==> config.mk <==
export PLATFORM = sky130hd
export DESIGN_NAME = rom_cache
export DESIGN_NICKNAME = d
export VERILOG_FILES = /design/src/rtl/rom_cache.sv
export SDC_FILE = /design/constraint.sdc
export NUM_CORES = 2
export LEC_CHECK = 0
export ABC_CLOCK_PERIOD_IN_PS = 5800
export CAP_MARGIN = 20
export CORE_MARGIN = 5
export CORE_UTILIZATION = 45
export DETAILED_ROUTE_END_ITERATION = 16
export GPL_ROUTABILITY_DRIVEN = 1
export PLACE_DENSITY = 0.71
export SLEW_MARGIN = 5
export SYNTH_ARGS = -nofsm -noshare
export SYNTH_HDL_FRONTEND = slang
export SYNTH_SLANG_ARGS = --single-unit
==> constraint.sdc <==
create_clock -name clk_i -period 5.8 [get_ports clk_i]
set_clock_uncertainty 0.15 [all_clocks]
set_input_delay 1.16 -clock clk_i [delete_from_list [all_inputs] [get_ports clk_i]]
set_output_delay 1.16 -clock clk_i [all_outputs]
set_load 0.1 [all_outputs]
==> src/rtl/rom_cache.sv <==
// Direct-mapped read-only line cache for the flash window, sitting between
// memory_bus and sd_card; misses pull a whole line from sd_card byte by byte.
module rom_cache #(
   parameter int LINE_BITS  = 4,
   parameter int INDEX_BITS = 4
) (
   input  logic        clk_i,
   input  logic        reset_ni,
   input  logic        enable_i,
   input  logic [23:0] address_i,
   output logic [7:0]  data_out_o,
   output logic        busy_o,
   input  logic        invalidate_i,
   output logic        mem_req_o,
   output logic [23:0] mem_address_o,
   input  logic [7:0]  mem_data_i,
   input  logic        mem_valid_i,
   output logic [7:0]  fill_count_o
);
   localparam int TAG_BITS = 24 - LINE_BITS - INDEX_BITS;
   localparam int NLINES   = 1 << INDEX_BITS;
   localparam int RAM_AW   = LINE_BITS + INDEX_BITS;

   typedef enum logic [1:0] {IDLE, FILL, DONE} state_e;

   state_e                state_q, state_d;
   logic [NLINES-1:0]     valid_q, valid_d;
   logic [TAG_BITS-1:0]   tag_q [NLINES];
   logic [7:0]            ram_q [1 << RAM_AW];
   logic [7:0]            data_q;
   logic [23:0]           addr_q;
   logic                  mem_req_q, mem_req_d;
   logic [23:0]           mem_addr_q, mem_addr_d;
   logic [INDEX_BITS-1:0] fidx_q, fidx_d;
   logic [TAG_BITS-1:0]   ftag_q, ftag_d;
   logic [LINE_BITS-1:0]  cnt_q, cnt_d;
   logic                  pend_q, pend_d;
   logic [7:0]            fills_q, fills_d;
   logic                  tag_we, ram_we;

   logic [INDEX_BITS-1:0] idx;
   logic [TAG_BITS-1:0]   tag;
   logic                  hit;

   assign idx = address_i[LINE_BITS +: INDEX_BITS];
   assign tag = address_i[RAM_AW +: TAG_BITS];
   assign hit = valid_q[idx] && (tag_q[idx] == tag);

   // A hit still stalls one cycle whenever the RAM read has not caught up with address.
   assign busy_o        = reset_ni && enable_i &&
                          (state_q != IDLE || !hit || address_i != addr_q);
   assign data_out_o    = data_q;
   assign mem_req_o     = mem_req_q;
   assign mem_address_o = mem_addr_q;
   assign fill_count_o  = fills_q;

   always_comb begin
      state_d    = state_q;
      valid_d    = valid_q;
      mem_req_d  = mem_req_q;
      mem_addr_d = mem_addr_q;
      fidx_d     = fidx_q;
      ftag_d     = ftag_q;
      cnt_d      = cnt_q;
      pend_d     = pend_q;
      fills_d    = fills_q;
      tag_we     = 1'b0;
      ram_we     = 1'b0;
      if (invalidate_i) valid_d = '0;
      case (state_q)
         IDLE: begin
            if (enable_i && !hit) begin
               fidx_d     = idx;
               ftag_d     = tag;
               mem_addr_d = {tag, idx, {LINE_BITS{1'b0}}};
               mem_req_d  = 1'b1;
               cnt_d      = '0;
               state_d    = FILL;
            end
         end
         FILL: begin
            if (invalidate_i) pend_d = 1'b1;
            if (mem_valid_i) begin
               ram_we = 1'b1;
               cnt_d  = cnt_q + 1'b1;
               if (cnt_q == {LINE_BITS{1'b1}}) begin
                  mem_req_d = 1'b0;
                  tag_we    = 1'b1;
                  // A line whose fill overlapped an invalidate predates the new image.
                  if (!(pend_q || invalidate_i)) valid_d[fidx_q] = 1'b1;
                  fills_d   = fills_q + 8'd1;
                  state_d   = DONE;
               end
            end
         end
         DONE: begin
            pend_d  = 1'b0;
            state_d = IDLE;
         end
         default: state_d = IDLE;
      endcase
   end

   always_ff @(posedge clk_i) begin
      if (!reset_ni) begin
         state_q    <= IDLE;
         valid_q    <= '0;
         mem_req_q  <= 1'b0;
         mem_addr_q <= '0;
         fidx_q     <= '0;
         ftag_q     <= '0;
         cnt_q      <= '0;
         pend_q     <= 1'b0;
         fills_q    <= '0;
         data_q     <= '0;
         addr_q     <= '0;
      end else begin
         state_q    <= state_d;
         valid_q    <= valid_d;
         mem_req_q  <= mem_req_d;
         mem_addr_q <= mem_addr_d;
         fidx_q     <= fidx_d;
         ftag_q     <= ftag_d;
         cnt_q      <= cnt_d;
         pend_q     <= pend_d;
         fills_q    <= fills_d;
         data_q     <= ram_q[address_i[RAM_AW-1:0]];
         addr_q     <= address_i;
      end
   end

   always_ff @(posedge clk_i) begin
      if (tag_we) tag_q[fidx_q] <= ftag_q;
      if (ram_we) ram_q[{fidx_q, cnt_q}] <= mem_data_i;
   end
endmodule

# Word level (Yosys, flattened, before mapping)
# Memories as Yosys holds them, arrays and structs flattened. A register that Yosys moved wholly into a read port is not among the register bits.
# Cells that the tools add are included.
dict set report word_totals {
  register_bits 96
  latch_bits 0
  rom_bits 0
  wordCells 78
  mem_count 2
  ram_bits 2304
  inputBits 37
}
dict set report classes {
  n_lt_le_gt_ge 3
  addsub 2
  n_mux 31
  shifts 0
  n_div 0
  eq_ne 9
  reduce_logical 20
  mul 0
  n_bitwise 1
}
# memory depth width rd rd_clocked_by_memory_dff wr line
set memory_table {}
lappend memory_table {ram_q 256 8 1 1 1 29} ;# logic [7:0] ram_q [1 << RAM_AW];
lappend memory_table {tag_q 16 16 1 0 1 28} ;# logic [TAG_BITS-1:0] tag_q [NLINES];
# op count
set ops {}
lappend ops {{16-bit two-way mux} 5}
lappend ops {{24-bit inequality test} 1}
lappend ops {{16-bit equality test} 1}
lappend ops {{16-bit bitwise OR} 1}
lappend ops {{1-bit two-way mux} 15}
lappend ops {{4-bit by 5-bit less-than comparator with 1-bit output, second input constant} 2}
lappend ops {{3-bit AND reduction} 3}
lappend ops {{8-bit by 1-bit adder with 8-bit output, second input constant} 1}
lappend ops {{4-bit two-way mux} 2}
lappend ops {{2-bit inequality test, second input constant} 4}
lappend ops {{4-bit case mux with 2 select lines} 1}
lappend ops {{2-bit two-way mux} 3}
lappend ops {{2-bit nonzero test} 3}
lappend ops {{1-bit logical AND} 5}
lappend ops {{4-bit by 1-bit adder with 4-bit output, second input constant} 1}
lappend ops {{1-bit binary-select mux with 4-bit select} 1}
lappend ops {{1-bit demux with 4-bit select} 1}
lappend ops {{4-bit equality test, second input constant} 1}
lappend ops {{4-bit by 1-bit >= comparator with 1-bit output, second input constant} 1}
lappend ops {{1-bit case mux with 2 select lines} 2}
lappend ops {{2-bit case mux with 2 select lines} 1}
lappend ops {{2-bit AND reduction} 2}
lappend ops {{4-bit AND reduction} 1}
lappend ops {{1-bit logical OR} 3}
lappend ops {{other kinds (4)} 5}

# Longest topological paths before layout
dict set report logic_depth {
  word_depth 9
  depth_mapped 13
}

# Least setup slack after synthesis
# Ideal clock, no wire load.
dict set report synth_path {
  path_type {input-to-output}
  start {input address_i[4]}
  end {output busy_o}
  stages 9
  t_arrival_ns 3.625
  setup_slack_ns 0.865
  path_cell_list {buf_2 -> buf_6 -> mux4_2 -> mux4_2 -> xor2_1 -> nor3_1 -> and4_1 -> nand4_1 -> o211a_1}
}
dict set report synth_between {
  elab_chain_len 7
  elab_cells_between_ends 10
}
# element line
set synth_rtl {}
lappend synth_rtl {{start: declaration} 10} ;# input logic [23:0] address_i,
lappend synth_rtl {{memory read 16 x 16 bit / 1-bit binary-select mux with 4-bit select (equally long branches)} n/a}
lappend synth_rtl {{16-bit equality test / 1-bit two-way mux (equally long branches)} 47} ;# assign hit = valid_q[idx] && (tag_q[idx] == tag);
lappend synth_rtl {{1-bit logical AND} 47}
lappend synth_rtl {{1-bit zero test} 51} ;# (state_q != IDLE || !hit || address_i != addr_q);
lappend synth_rtl {{1-bit logical OR} 51}
lappend synth_rtl {{1-bit logical OR *} 51}
lappend synth_rtl {{1-bit logical AND *} 50} ;# assign busy_o = reset_ni && enable_i &&
lappend synth_rtl {{end: declaration} 12} ;# output logic busy_o,
# Mark *: on every way between the ends. The rest lies on a longest branch, timed or not. The select of a mux whose other input is x is not followed.

# Worst setup path in the final report
dict set report layout_path {
  start {input address_i[5]}
  end {output busy_o}
}
# The elaborated chain is that of the path after synthesis.

==> out/results.txt <==
The flow ran to the end, and the final reports show no timing, DRC or antenna violations. The tool flagged a number of max-cap violations equal to 0. After clock tree synthesis, the clock-pin slew on the worst setup and hold paths is 0.06 ns. For this design, the CTS-stage hold fixing added 0 buffers. TritonCTS built the clock tree.

The total negative slack is 0 ns, and the share of flip-flops with an asynchronous set or reset is 0%. Data arrives at the worst endpoint at 3.87 ns. The y dimension of the die was 463 µm. 79 I/O pins were placed. The highest net fanout along the worst path works out to 16.

By instance count, the cell type seen most on the critical path is sky130_fd_sc_hd__buf_4. The count of nets left with antenna violations once routing finished came out at 0. The kind of end point of the critical path was an output port.

Walking the worst path, the cells encountered are buf_4 -> buf_4 -> mux4_2 -> a22oi_1 -> a21oi_1 -> nor4_1 -> and4_1 -> nand4_1 -> o211a_1 -> buf_12. Setup repair after global routing left no endpoint under its margin. In this run the standard cell core region covers 0.204 mm².

The reg2reg setup slack is 1.77 ns, and the synthesized area is 0.0923 mm². The number of remaining DRC errors is 0, and the instance count of the mapped netlist is 4054. After global routing the overflow that remains totals 0.

No sink is reached through more buffers than the 3 on the longest clock path. Global routing consumed, over all layers together, 19.9% of the routing resources. The final layout net count is 4280.

Among all flip-flop cells after synthesis, the most frequent one is sky130_fd_sc_hd__edfxtp_1. The number of port buffers was 74; the share of the synthesized area in the top cell type was 74.9%. The violation count after the first detailed-route iteration was 5137; the via count of the first global-routing pass was 43397.

The cell sitting at the root of the clock tree is a sky130_fd_sc_hd__clkbuf_16. The tools report the number of different library cells in the post-synthesis netlist as 54. The most instantiated library cell after synthesis was sky130_fd_sc_hd__edfxtp_1.

Derived from the worst setup path, the maximum achievable clock frequency is 0.193 GHz. Gates resized during post-CTS repair numbered 0. Across the VDD grid, the largest voltage drop is 0.000347 V. The number of vias per cell after detailed routing is 6.04, and the final number of hold-violating endpoints is 0. Data on the critical path is required at its endpoint by 4.49 ns. The final route contains 42993 vias. In this design, the stage delay of the slowest critical-path cell is 0.55 ns. The logs give 0 for the number of pins with negative max-slew slack in the final report and 6701 for the cell total after placement. The full die area is 0.214 mm². At the pin with the least slew margin, the transition time is 1.20 ns. In the final routed layout, each cell accounts on average for 30.3 µm. The initial antenna violation count is 5, and the number of synthesized register bits is 2388. STA classifies the critical path startpoint as an input pin. The largest net degree at the start of global routing was 197; the fraction of the cycle the final worst path needs was 89.3%. The first global-routing pass estimated 312000 µm of wire. Counting instances in the post-synthesis netlist gives the leading cell types as sky130_fd_sc_hd__edfxtp_1 (2304), sky130_fd_sc_hd__mux4_2 (734), sky130_fd_sc_hd__nor2_1 (267). The synthesized design contains 2304 enable-type register cells. Buffers added to address setup during post-CTS repair amount to 0.

The CTS buffer count is 222, and the number of standard cells in the layout, taps in and fillers out is 7120. The power per unit of standard cell area was 337 mW/mm²; the post-route total power was 35.0 mW. The sequential fraction of the synthesis area is 76.7%.

The leakage power figure is 32.2 nW, and the area overhead of the layout relative to synthesis is 12.6%. The average size of a mapped cell is 22.8 µm². For the number of iterations in the first detailed-routing pass, the log shows 6. The cell type contributing the most total cell area after synthesis is sky130_fd_sc_hd__edfxtp_1.

Among all stages on the critical path, the largest delay is contributed by sky130_fd_sc_hd__mux4_2. Once the floorplan was initialized, standard cells occupied 45.2% of the core. The tightest min-delay check is of the flop to flop type. The Yosys step of the flow raised 0 warnings. Row generation in the floorplan step produced 166 rows. The critical path class was input pin to output port.

By area the synthesized netlist is led by sky130_fd_sc_hd__edfxtp_1 (75%), sky130_fd_sc_hd__mux4_2 (18%), sky130_fd_sc_hd__dfxtp_1 (1.8%). The H-tree depth is 4, and the number of clock sinks is 2388. The later pin in the worst-skew pair is clocked with a latency of 0.90 ns. For the total of fill cells in the finished design, the log shows 15619. The half-perimeter wire length after detailed placement was 128000 µm; the share of layout cells above drive strength 1 was 28.2%. In this run the horizontal extent of the chip is 463 µm. The post-layout minimum cycle time is 5.18 ns. Setup violations remaining at the end of the flow were counted as 0. For the final routed wirelength across all metal layers, the log shows 216000 µm.

In this run the tightest slew margin relative to its limit is 20.2%. At the end of routability-driven placement, the weighted congestion stood at 0.815.
## cells in the final DEF (no fill, tap or decap), types with 15 or more instances in the layout
cell / synthesis / routed
sky130_fd_sc_hd__buf_12: 0 / 30
sky130_fd_sc_hd__buf_4: 11 / 103
sky130_fd_sc_hd__clkbuf_1: 149 / 55
sky130_fd_sc_hd__clkbuf_16: 0 / 222
sky130_fd_sc_hd__clkbuf_8: 0 / 15
sky130_fd_sc_hd__clkdlybuf4s50_1: 0 / 52
sky130_fd_sc_hd__clkinv_1: 0 / 47
sky130_fd_sc_hd__clkinv_2: 0 / 41
sky130_fd_sc_hd__dfxtp_1: 84 / 84
sky130_fd_sc_hd__edfxtp_1: 2304 / 2304
sky130_fd_sc_hd__inv_1: 23 / 23
sky130_fd_sc_hd__mux2_2: 16 / 16
sky130_fd_sc_hd__mux2i_1: 57 / 57
sky130_fd_sc_hd__mux4_2: 734 / 734
sky130_fd_sc_hd__nand2_1: 86 / 76
sky130_fd_sc_hd__nand3_1: 19 / 16
sky130_fd_sc_hd__nor2_1: 267 / 256
sky130_fd_sc_hd__nor2b_1: 15 / 15
sky130_fd_sc_hd__nor3_1: 27 / 22
sky130_fd_sc_hd__o21a_1: 16 / 16
sky130_fd_sc_hd__xnor2_1: 21 / 21
sky130_fd_sc_hd__xor2_1: 22 / 22
## worst max-delay path: cells and delay by family
family | cells | cell delay (ns)
multiplexers | 1 | 0.55
AO/OA/AOI/OAI | 3 | 0.63
buffers and inverters | 3 | 0.83
AND/OR/NAND/NOR | 3 | 0.68
## power breakdown
part           leakage (nW)  internal (mW)  total, mW  switching [mW]
clock                  3.47           7.80       14.2            6.37
combinational          7.28          0.716       1.84            1.12
sequential             21.4           18.9       19.0          0.0700
total                  32.2           27.4       35.0            7.56
## registers in the layout, summed over array words and instances (netlist names)
signal and count:
mem_address_o 1, ftag_q 16, fill_count_o 8, fidx_q 3, addr_q 24, cnt_q 4, valid_q 16, ram_q 2048
data_out_o 8, pend_q 1, mem_req_o 1, tag_q 256, state_q 2
## worst paths after layout
| check | startpoint | endpoint | depth (start not counted) |
|---|---|---|---|
| min reg2reg | valid_q[11] | valid_q[11] | 1 |
| min | valid_q[11] | valid_q[11] | 1 |
| max reg2reg | state_q[0] | ram_q[97][5] | 6 |
| max | address_i[5] | busy_o | 10 |
## layer usage
metal	global-route usage, %	part of all wire, %	vias to the layer above
met3	4.24	9.1	348
li1	-	-	17393
met2	31.7	49	2269
met5	0	0	-
met1	27.5	39	22983
met4	7.24	3.7	0
## metrics by stage
stage,hold WS (ns),setup slack [ns],util (%),instance area [µm²]
final,0.319,0.622,50.9,104000
after global routing,0.335,0.394,50.9,104000
after CTS,0.320,0.559,50.9,104000
after detailed placement,0.306,0.567,47.4,96800
after global placement,0.297,0.250,47.4,96800
after floorplan,0.285,0.865,-,92300
## logic make-up after synthesis
kind of cell             count (synthesis)  synth area share (%)
other                                    1               0.00406
multiplexers                           807                  18.7
adder cells (fa/ha/maj)                  5                0.0678
AND/OR/NAND/NOR                        478                  2.24
XOR/XNOR                                43                 0.408
buffers and inverters                  265                  1.25
flip-flops                            2388                  76.7
AO/OA/AOI/OAI                           67                 0.565
## layout make-up
class	count	area, µm²	area share (%)
Clock inverter	128	1230	1.19
Sequential cell	2388	70900	68.2
Inverter	23	86.3	0.0830
Multi-Input combinational cell	1404	20400	19.6
Tap cell	2688	3360	3.23
Clock buffer	289	5930	5.70
Antenna cell	1	2.50	0.00241
Timing Repair Buffer	199	2080	2.00
No activity file was read; power rests on OpenSTA's default activity.
